File: src/rtl/prog_clock_divider.sv
// Multi-channel programmable clock divider: per-channel square wave and tick,
// with divisor updates deferred to the period boundary and a global phase sync.
module prog_clock_divider #(
    parameter int NUM_CH      = 4,
    parameter int CNT_W       = 20,
    parameter int DEFAULT_DIV = 1000000,
    parameter int SEL_W       = 2
) (
    input  logic              iClk_in,
    input  logic              iRst,
    input  logic [NUM_CH-1:0] iEn,
    input  logic              iWe,
    input  logic [SEL_W-1:0]  iSel,
    input  logic [CNT_W-1:0]  iDiv,
    input  logic              iSync,
    output logic [NUM_CH-1:0] oClk_out,
    output logic [NUM_CH-1:0] oTick,
    output logic [NUM_CH-1:0] oPend
);

    localparam logic [CNT_W-1:0] RST_DIV = CNT_W'(DEFAULT_DIV);
    localparam logic [CNT_W-1:0] TWO     = CNT_W'(2);
    localparam logic [CNT_W-1:0] ONE     = CNT_W'(1);

    logic [CNT_W-1:0]  cnt_q  [NUM_CH];
    logic [CNT_W-1:0]  cnt_d  [NUM_CH];
    logic [CNT_W-1:0]  div_q  [NUM_CH];
    logic [CNT_W-1:0]  div_d  [NUM_CH];
    logic [CNT_W-1:0]  pdiv_q [NUM_CH];
    logic [CNT_W-1:0]  pdiv_d [NUM_CH];
    logic [NUM_CH-1:0] clk_q, clk_d;
    logic [NUM_CH-1:0] tick_q, tick_d;
    logic [NUM_CH-1:0] pend_q, pend_d;

    logic [CNT_W-1:0]  eff     [NUM_CH];
    logic [CNT_W-1:0]  thresh  [NUM_CH];
    logic [CNT_W-1:0]  cnt_inc [NUM_CH];
    logic [NUM_CH-1:0] wrap;
    logic [NUM_CH-1:0] wr;

    // Divisors 0 and 1 run as 2; the high phase is the last E>>1 counts.
    always_comb begin
        for (int k = 0; k < NUM_CH; k++) begin
            eff[k]     = (div_q[k] < TWO) ? TWO : div_q[k];
            thresh[k]  = eff[k] - (eff[k] >> 1);
            wrap[k]    = (cnt_q[k] == eff[k] - ONE);
            cnt_inc[k] = wrap[k] ? '0 : cnt_q[k] + ONE;
            wr[k]      = iWe && (iSel == SEL_W'(k));
        end
    end

    always_comb begin
        for (int k = 0; k < NUM_CH; k++) begin
            // A write on this edge bypasses pending so a same-edge apply sees it.
            pdiv_d[k] = wr[k] ? iDiv : pdiv_q[k];
            div_d[k]  = div_q[k];
            cnt_d[k]  = cnt_q[k];
            clk_d[k]  = 1'b0;
            tick_d[k] = 1'b0;
            pend_d[k] = pend_q[k] | wr[k];
            if (!iEn[k] || iSync) begin
                cnt_d[k]  = '0;
                div_d[k]  = pdiv_d[k];
                pend_d[k] = 1'b0;
            end else begin
                cnt_d[k]  = cnt_inc[k];
                clk_d[k]  = (cnt_inc[k] >= thresh[k]);
                tick_d[k] = wrap[k];
                if (wrap[k]) begin
                    div_d[k]  = pdiv_d[k];
                    pend_d[k] = 1'b0;
                end
            end
        end
    end

    always_ff @(posedge iClk_in or negedge iRst) begin
        if (!iRst) begin
            for (int k = 0; k < NUM_CH; k++) begin
                cnt_q[k]  <= '0;
                div_q[k]  <= RST_DIV;
                pdiv_q[k] <= RST_DIV;
            end
            clk_q  <= '0;
            tick_q <= '0;
            pend_q <= '0;
        end else begin
            for (int k = 0; k < NUM_CH; k++) begin
                cnt_q[k]  <= cnt_d[k];
                div_q[k]  <= div_d[k];
                pdiv_q[k] <= pdiv_d[k];
            end
            clk_q  <= clk_d;
            tick_q <= tick_d;
            pend_q <= pend_d;
        end
    end

    assign oClk_out = clk_q;
    assign oTick    = tick_q;
    assign oPend    = pend_q;

endmodule

File: config.mk
export PLATFORM = sky130hd
export DESIGN_NAME = prog_clock_divider
export DESIGN_NICKNAME = d
export VERILOG_FILES = /design/src/rtl/prog_clock_divider.sv
export SDC_FILE = /design/constraint.sdc
export NUM_CORES = 1
export LEC_CHECK = 0
export BUFFER_PORTS_ARGS = -buffer_cell sky130_fd_sc_hd__buf_2
export CORE_UTILIZATION = 60
export CTS_BUF_LIST = sky130_fd_sc_hd__clkbuf_4 sky130_fd_sc_hd__clkbuf_8
export DETAILED_ROUTE_END_ITERATION = 8
export HOLD_SLACK_MARGIN = 0.02
export PLACE_DENSITY = 0.8
export SLEW_MARGIN = 20
export SYNTH_ARGS = -nofsm -noshare
export SYNTH_HDL_FRONTEND = slang
export SYNTH_SLANG_ARGS = --single-unit
File: constraint.sdc
create_clock -name iClk_in -period 6.95 [get_ports iClk_in]
set_input_delay 0 -clock iClk_in [delete_from_list [all_inputs] [get_ports iClk_in]]
set_output_delay 0 -clock iClk_in [all_outputs]
set_load 0.01 [all_outputs]
* Word level (Yosys, flattened, before mapping)
Index checks and enable logic that the tools add are counted.
Word-level totals: bits in registers 252, input port bits 30, output and inout bits 12, logic and storage cells 103
Cells by class: add/subtract/negate cells 12, $lt $le $gt $ge 8, equality and inequality tests 7, mux-type cells 40, bitwise logic cells 4, reductions and logical operators 17
Operators by type and width (number):
- 20-bit 2-to-1 mux | 24
- 20-bit by 1-bit adder with 20-bit output (second input constant) | 4
- 20-bit equality test | 4
- 20-bit >= comparator | 4
- 20-bit by 2-bit less-than comparator with 1-bit output (second input constant) | 4
- 20-bit by 1-bit subtractor with 20-bit output (second input constant) | 4
- 20-bit by 19-bit subtractor with 20-bit output | 4
- 1-bit 2-to-1 mux | 16
- 2-bit nonzero test | 4
- 2-bit equality test (second input constant) | 2
- 1-bit logical AND | 4
- 1-bit logical NOT | 4
- 1-bit logical OR | 4
- 1-bit OR | 4
- 2-bit by 1-bit equality test with 1-bit output (second input constant) | 1
- 2-bit logical NOT | 1

* Logic depth before layout (Yosys ltp)
Gate-level depths: netlist (run 1).
depth in word-level cells 7, depth in mapped cells 23, gate-level depth less buffers 23

* Least setup slack after synthesis (run 1)
No wires, ideal clock.
path type reg2reg, from register div_q[38] (netlist name), to register clk_q[2] (netlist: oClk_out[2]), library setup time 0.132 ns, arrival 4.783 ns, required time 6.818 ns, setup slack 2.036 ns, stages on the path, launching flop included 21, path buffers 2, period minus slack after synthesis 4.914 ns, path through dfstp_2 > or4_1 > or2_1 > o21ai_1 > ha_1 > nand4_1 > o41ai_1 > a21oi_1 > or4_1 > nor4_1 > buf_2 > buf_2 > nor2_1 > ha_1 > a21o_1 > a21o_1 > a21o_1 > a21oi_1 > o21ai_0 > a221oi_1 > o21ai_0
On the way: longest elaborated chain between the ends 7, elaborated cells between the ends (all ways) 8, classes of those cells 2 x add/sub; 2 x order compare; 1 x eq/ne; 3 x mux
Ends and longest elaborated chain:
- start: declaration | line 27 | logic [CNT_W-1:0] div_q [NUM_CH];
- start signal: indexed assignment | line 90 | div_q[k] <= div_d[k];
- 20-bit by 2-bit less-than comparator with 1-bit output | line 44 | eff[k] = (div_q[k] < TWO) ? TWO : div_q[k];
- 20-bit 2-to-1 mux * | line 44
- 20-bit by 1-bit subtractor with 20-bit output | line 46 | wrap[k] = (cnt_q[k] == eff[k] - ONE);
- 20-bit equality test | line 46
- 20-bit 2-to-1 mux | line 47 | cnt_inc[k] = wrap[k] ? '0 : cnt_q[k] + ONE;
- 20-bit >= comparator * | line 67 | clk_d[k] = (cnt_inc[k] >= thresh[k]);
- 1-bit 2-to-1 mux * | line 61 | if (!iEn[k] || iSync) begin
- net clk_d[2] | line 31 | logic [NUM_CH-1:0] clk_q, clk_d;
- end signal: assignment | line 93 | clk_q <= clk_d;
- end: declaration | line 31
The timed path passes the listed nets; every way through them passes the cells marked *. A chain may end at the register's enable or synchronous reset.

* Worst setup path after layout (run 1)
from register div_q[71] (netlist name), to register clk_q[0] (netlist: oClk_out[0])
Same word-level chain as after synthesis.

==> results of run 1 <==
## sequential cells by signal (all words and copies together) (netlist names)
signal,count
cnt_q,80
div_q,80
pdiv_q,80
oClk_out,4
oPend,4
oTick,4
## worst paths after layout
kind / startpoint / endpoint / slack, ps
hold / removal: iRst / cnt_q[22]$_DFF_PN0_ / 40
max in group asynchronous: iRst / oPend[0]$_DFF_PN0_ / 5600
min in group iClk_in: iWe / oPend[2]$_DFF_PN0_ / 120
hold reg to reg: pdiv_q[42]$_DFF_PN0_ / pdiv_q[42]$_DFF_PN0_ / 490
setup reg to reg: div_q[71]$_DFFE_PN0P_ / oClk_out[0]$_DFF_PN0_ / 950
setup / recovery: div_q[71]$_DFFE_PN0P_ / oClk_out[0]$_DFF_PN0_ / 950
## stage by stage
| step | hold slack (ps) | setup WS [ps] | power, mW | std cells |
|---|---|---|---|---|
| 2_1_floorplan | -296 | 2040 | 4.21 | 2147 |
| 3_3_place_gp | 45.4 | 1380 | 4.69 | 2529 |
| 3_5_place_dp | 54.2 | 1140 | 4.82 | 2529 |
| 4_1_cts | 58.0 | 999 | 6.33 | 2635 |
| 5_1_grt | 92.1 | 483 | 6.82 | 2636 |
| 6_report | 41.4 | 945 | 6.32 | 2636 |
## cell type report
cell class                      instances  area [sq um]  area share
Multi-Input combinational cell       1626         12500       0.579
Sequential cell                       252          6380       0.296
Clock buffer                           64           793      0.0368
Timing Repair Buffer                   81           604      0.0280
Inverter                              158           593      0.0275
Tap cell                              442           553      0.0257
Clock inverter                         13           145     0.00674
## kinds of logic (layout without fill, tap and decap cells)
group | Yosys count | count (layout)
AND/OR/NAND/NOR | 683 | 683
flip-flops | 252 | 252
AO/OA/AOI/OAI | 289 | 289
adder cells (fa/ha/maj) | 244 | 244
XOR/XNOR | 240 | 240
multiplexers | 170 | 170
buffers and inverters | 269 | 316
## cell usage after synthesis (14+ instances only)
cell      count
a21o_1       34
a21oi_1      71
a31oi_1      16
and3_1       29
buf_2        15
clkbuf_1     85
dfrtp_1     196
dfstp_2      56
ha_1        240
inv_1       158
mux2_1       17
mux2_2      146
nand2_1      91
nand2b_1     26
nand3_1      62
nand4_1      31
nor2_1      260
nor2b_1      22
nor3_1       43
nor3b_1      17
nor4_1       34
o21ai_0      37
o21bai_1     23
o31ai_1      14
xnor2_1     150
xor2_1       89
## metal layers
layer | vias up | part of all wire | global-route usage
li1 | 7446 | - | -
met1 | 7539 | 0.44 | 0.363
met2 | 422 | 0.47 | 0.479
met3 | 118 | 0.049 | 0.0365
met4 | 0 | 0.041 | 0.124
met5 | - | 0 | 0
## what timing repair did
item                      4_1_cts  5_1_grt
resized for setup               0        0
hold endpoints to repair      251        0
setup buffers                   0        0
hold buffers                   29        0
## power groups by stage
stage               Combinational, mW  Sequential (mW)  Clock, mW
floorplan                        2.35             1.86          0
global placement                 2.77             1.92          0
detailed placement               2.88             1.93          0
CTS                              2.93             1.91       1.49
global route                     3.32             1.94       1.55
finish                           2.95             1.91       1.46
==> results.tsv, run 1 <==
metric	value	unit
status	finished, final reports clean	
yosys_warnings	0	
fin_setup_tns	0	ps
drive_gt1_frac	0.160	
cts_max_level	2	
grt_pass1_vias	15600	
synth-adder-area-share	0.155	
cp_slowest_cell	o21ai_1	
vias	15500	
worstPathRequired	7380	ps
syn-instance-count	2147	
ys_top_cells_by_area	dfrtp_1 (25%), ha_1 (15%), mux2_2 (8.3%)	
synth_edf_count	0	
cts_tree	done	
n_antenna_cell	0	
maxCapViolCount	0	
netlist.area_leader.share	0.247	
mostFrequentLayoutCell	nor2_1	
synth_simple_gate_area_frac	0.171	
ys_ff_latch	252	
nets	2435	
pwr-share-seq	0.303	
clockPowerShare	0.230	
timing.final.crit_share	0.864	
slew_violations	0	
fillCellCount	2585	
ys_seq_area_frac	0.321	
die_w	184	um
io_pins	42	
path_delay_family	compound AO/OA/AOI/OAI gates	
p_sw_frac	0.385	
final_cell_mix	nor2_1 (260), ha_1 (240), dfrtp_1 (196), inv_1 (158), xnor2_1 (150)	
dr.pass1.iters	5	
synth_compound_area_frac	0.0987	
hold_class	primary input to asynchronous set/reset pin	
post-dp-hpwl	35400	um
numCtsBuffers	42	
max_freq	167	MHz
fin_skew	17.3	ps
cts_root_buffer	clkbuf_8	
synth.mux.area_fraction	0.0958	
synth_top_family_by_area	simple AND/OR/NAND/NOR gates	
place_area	20300	sq um
gr-usage-all-layers	0.283	
area_growth	8.34	%
tightest_slew	1030	ps
globalRouteOverflowTotal	0	
slew_headroom	0.317	
design_area	21500	sq um
p_per_area	293	nW/um^2
startpoint_type	register	
drcViolationCount	0	
p_int	3.88	mW
worstPathCellList	nor4_1, nand3_1, o21ai_1, ha_1, inv_1, fa_1, nor2b_1, o31ai_1, o21ai_0, o41ai_1, o311ai_0, a221oi_1, mux2i_1, nand3_1, ha_1, a2111oi_0, nor2_1, a211oi_1, nor2_1	
crit_cells	19	
max-clock-path-buffers	3	
finalHoldViolCount	0	
path_clk_slew	60	ps
ys.flop_type	dfrtp_1	
syn_area_per_cell	9.26	sq um
io_buffers	41	
ant_nets	0	
routed_via_density	5.89	
antenna_found_initial	2	
cts_sinks	252	
r2r_cells	19	
ys_async_sr_fraction	1.00	
syn_area	19900	sq um
fp.dieH	184	um
first_iter_violations	1000	
grt_max_degree	171	
grt_first_pass_wirelength	76800	um
end_kind	register	
setup_viol	0	
finalWeightedCongestion	1.00	
syn_nets	2421	
max_stage_delay	590	ps
leakage	9.98	nW
synth_cell_type_count	76	
initial_core_util	0.611	
synth_xor_area_frac	0.106	
rsz0062_at_grt	false	
critical_path_arrival	6430	ps
wl_per_cell	17.7	um
peakVddDrop	0.181	mV
yosysTopAreaCell	dfrtp_1	
core_area	32500	sq um
cp_num_buf_inv	1	
min_period	6000	ps
wirelength	46700	um
final_util	0.662	
clk_latency	560	ps
switching_power	2.43	mW
path_max_fanout	10	
die_area	33900	sq um
comb_power_share	0.467	
placement_rows	66	
worst-setup-path-type	register to register	
No activity file was read; power rests on OpenSTA's default activity.
==> run 2: changes to the inputs <==
ABC_AREA = 1   (was not set)
clock period = 6.69 ns   (was 6.95 ns; I/O delays follow)
==> run 2 against run 1 <==
Combinational power decreased by 6.8%. Area after synthesis increased by 6.3%. Via count increased by 22%. Flip-flop and latch count is the same. Clock power rose by 11%. Critical endpoint is now oClk_out[2]$_DFF_PN0_. Critical path type unchanged. Maximum frequency is 24% higher. Die area grew 6.3%. Largest cell class unchanged. Sequential power is essentially flat.
==> results.tsv, run 2 <==
metric	value	unit	change
startpoint_type	register		
power	6.25	mW	-1.0%
final_cells	3439		+30%
yosysTopAreaCell	dfrtp_1		
ys_seq_area_frac	0.302		-0.0191
path_max_fanout	28		+18
worstPathRequired	7210	ps	-170 ps
timing.final.crit_share	0.725		-0.139
end_kind	register		
numCtsBuffers	45		+7.1%
status	finished, final reports clean		
routed_via_density	5.50		-6.6%
fin_setup_tns	0	ps	unchanged
syn_nets	3223		+33%
wl_per_cell	16.2	um	-8.3%
yosysMostFrequentCell	nand2_1		
tightest_slew	995	ps	-30.6 ps
grt_pass1_vias	18400		+18%
initial_core_util	0.611		-0.000619
slew_headroom	0.332		+0.0153
peakVddDrop	0.194	mV	+7.0%
ys_async_sr_fraction	1.00		unchanged
ys.flop_type	dfrtp_1		
syn_area_per_cell	7.17	sq um	-23%
synth_xor_area_frac	0.0870		-0.0193
finalWeightedCongestion	1.02		+1.7%
max_freq	206	MHz	+24%
syn-instance-count	2949		+37%
yosys_warnings	0		unchanged
path_clk_slew	60	ps	about the same
io_pins	42		unchanged
die_area	36000	sq um	+6.3%
clk_latency	630	ps	+70 ps
worst-setup-path-type	register to register		
pre_cts_slack	1860	ps	+722 ps
grt_first_pass_wirelength	91100	um	+19%
synth-adder-area-share	0.146		-0.00922
cts_tree	done		
leakage	12.2	nW	+22%
p_per_area	275	nW/um^2	-6.2%
cp_num_buf_inv	4		+3
fillCellCount	3076		+19%
dr.pass1.iters	6		+1
setup_viol	0		unchanged
placement_rows	68		+3.0%
maxCapViolCount	0		unchanged
ctsResizeCount	0		unchanged
fin_skew	43.4	ps	+26.1 ps
finalHoldViolCount	0		unchanged
slew_violations	0		unchanged
ant_nets	0		unchanged
fp.dieH	190	um	+3.1%
cts_root_buffer	clkbuf_8		
synth.mux.area_fraction	0		-0.0958
rsz0062_at_grt	false		
synth_edf_count	0		unchanged
top_regs	cnt_q x80, div_q x80, pdiv_q x80		
io_buffers	41		unchanged
globalRouteOverflowTotal	0		unchanged
netlist.area_leader.share	0.232		-0.0147
path_common_cell	nand2_1		
wirelength	55900	um	+20%
cts_max_level	2		unchanged
cp_slowest_cell	nand3_2		
max_stage_delay	520	ps	-70 ps
core_area	34600	sq um	+6.4%
seq_area	6380	sq um	unchanged
critical_path_arrival	5370	ps	-1060 ps
ys_top_cells_by_area	dfrtp_1 (23%), ha_1 (14%), nand2_1 (12%)		
max-clock-path-buffers	3		unchanged
drcViolationCount	0		unchanged
grt_max_degree	142		-17%
synth_top_family_by_area	simple AND/OR/NAND/NOR gates		
area_growth	7.51	%	
cts_sinks	252		unchanged
mostFrequentLayoutCell	nand2_1		
synth_compound_area_frac	0.0858		-0.0129
synth_common_cells	nand2_1 (660), inv_1 (416), nor2_1 (307)		
n_antenna_cell	0		unchanged
post-dp-hpwl	42600	um	+20%
drive_gt1_frac	0.0824		-0.0771
final_cell_mix	nand2_1 (660), inv_1 (416), nor2_1 (307), ha_1 (240), nand3_1 (216)		
nets	3222		+32%
synth_cell_type_count	50		-34%
first_iter_violations	1372		+37%
gr-usage-all-layers	0.317		+0.0336
synth_simple_gate_area_frac	0.274		+0.104
vias	18900		+22%
multiInputGateArea	12500	sq um	+0.48%
hold_class	primary input to register		
layout_setup_ws	1840	ps	+894 ps
placed_cells	3324		+31%
ys_ff_latch	252		unchanged
syn_area	21100	sq um	+6.3%
antenna_found_initial	0		-2
min_period	4850	ps	-1150 ps
die_w	190	um	+3.1%
path_delay_family	simple AND/OR/NAND/NOR gates		
[run 2: where the power goes]
| group | internal (mW) | total (mW) | leakage (nW) | switching, mW |
|---|---|---|---|---|
| clock | 0.924 | 1.62 | 0.542 | 0.693 |
| sequential | 1.73 | 1.88 | 3.17 | 0.152 |
| combinational | 0.998 | 2.75 | 8.44 | 1.76 |
[run 2: final timing paths]
check / startpoint / to / slack (ps) / cells after the start
setup / recovery: div_q[22]$_DFFE_PN0P_ / oClk_out[2]$_DFF_PN0_ / 1840 / 33
hold / removal: iSync / cnt_q[21]$_DFF_PN0_ / 170 / 5
setup reg to reg: div_q[22]$_DFFE_PN0P_ / oClk_out[2]$_DFF_PN0_ / 1840 / 33
hold reg to reg: pdiv_q[7]$_DFF_PN0_ / pdiv_q[7]$_DFF_PN0_ / 500 / 2
max in group asynchronous: iRst / oPend[3]$_DFF_PN0_ / 4910 / 4
min in group asynchronous: iRst / cnt_q[26]$_DFF_PN0_ / 500 / 3
[run 2: what timing repair did]
| action | in CTS | in global routing |
|---|---|---|
| hold buffers | 32 | 0 |
| hold endpoints to repair | 276 | 0 |
| setup buffers | 0 | 0 |
[run 2: kinds of logic (layout without fill, tap and decap cells)]
family / count (synthesis) / in the layout
flops: 252 / 252
simple gates: 1351 / 1351
fa+ha+maj: 244 / 244
xor+xnor: 207 / 207
compound gates: 333 / 333
buf+inv: 562 / 597
[run 2: worst min-delay path: cells and delay by family]
family	cells	cell delay, ps
buffers and inverters	3	550
AND/OR/NAND/NOR	2	220
[run 2: cell type report]
type / instances / area share
inverter: 432 / 0.0713
timing repair buffer: 82 / 0.0271
sequential: 252 / 0.280
multi-input combinational: 2135 / 0.552
clock inverter: 6 / 0.00308
clock buffer: 77 / 0.0414
tap: 455 / 0.0250
[run 2: routing by layer]
metal / GRT usage / vias up / part of all wire / routed length, um
met5: 0 / - / 0 / 0
met4: 0.139 / 0 / 0.040 / 2250
met3: 0.0522 / 135 / 0.058 / 3260
met2: 0.515 / 580 / 0.45 / 25300
met1: 0.415 / 8835 / 0.45 / 25000
li1: - / 9371 / - / -
[run 2: metrics by stage]
stage	util	hold WS [ps]	instance area, sq um
finish	0.657	173	22700
global route	0.657	163	22700
CTS	0.656	122	22700
detailed placement	0.618	109	21400
global placement	0.618	94.1	21400
floorplan	-	-296	21100
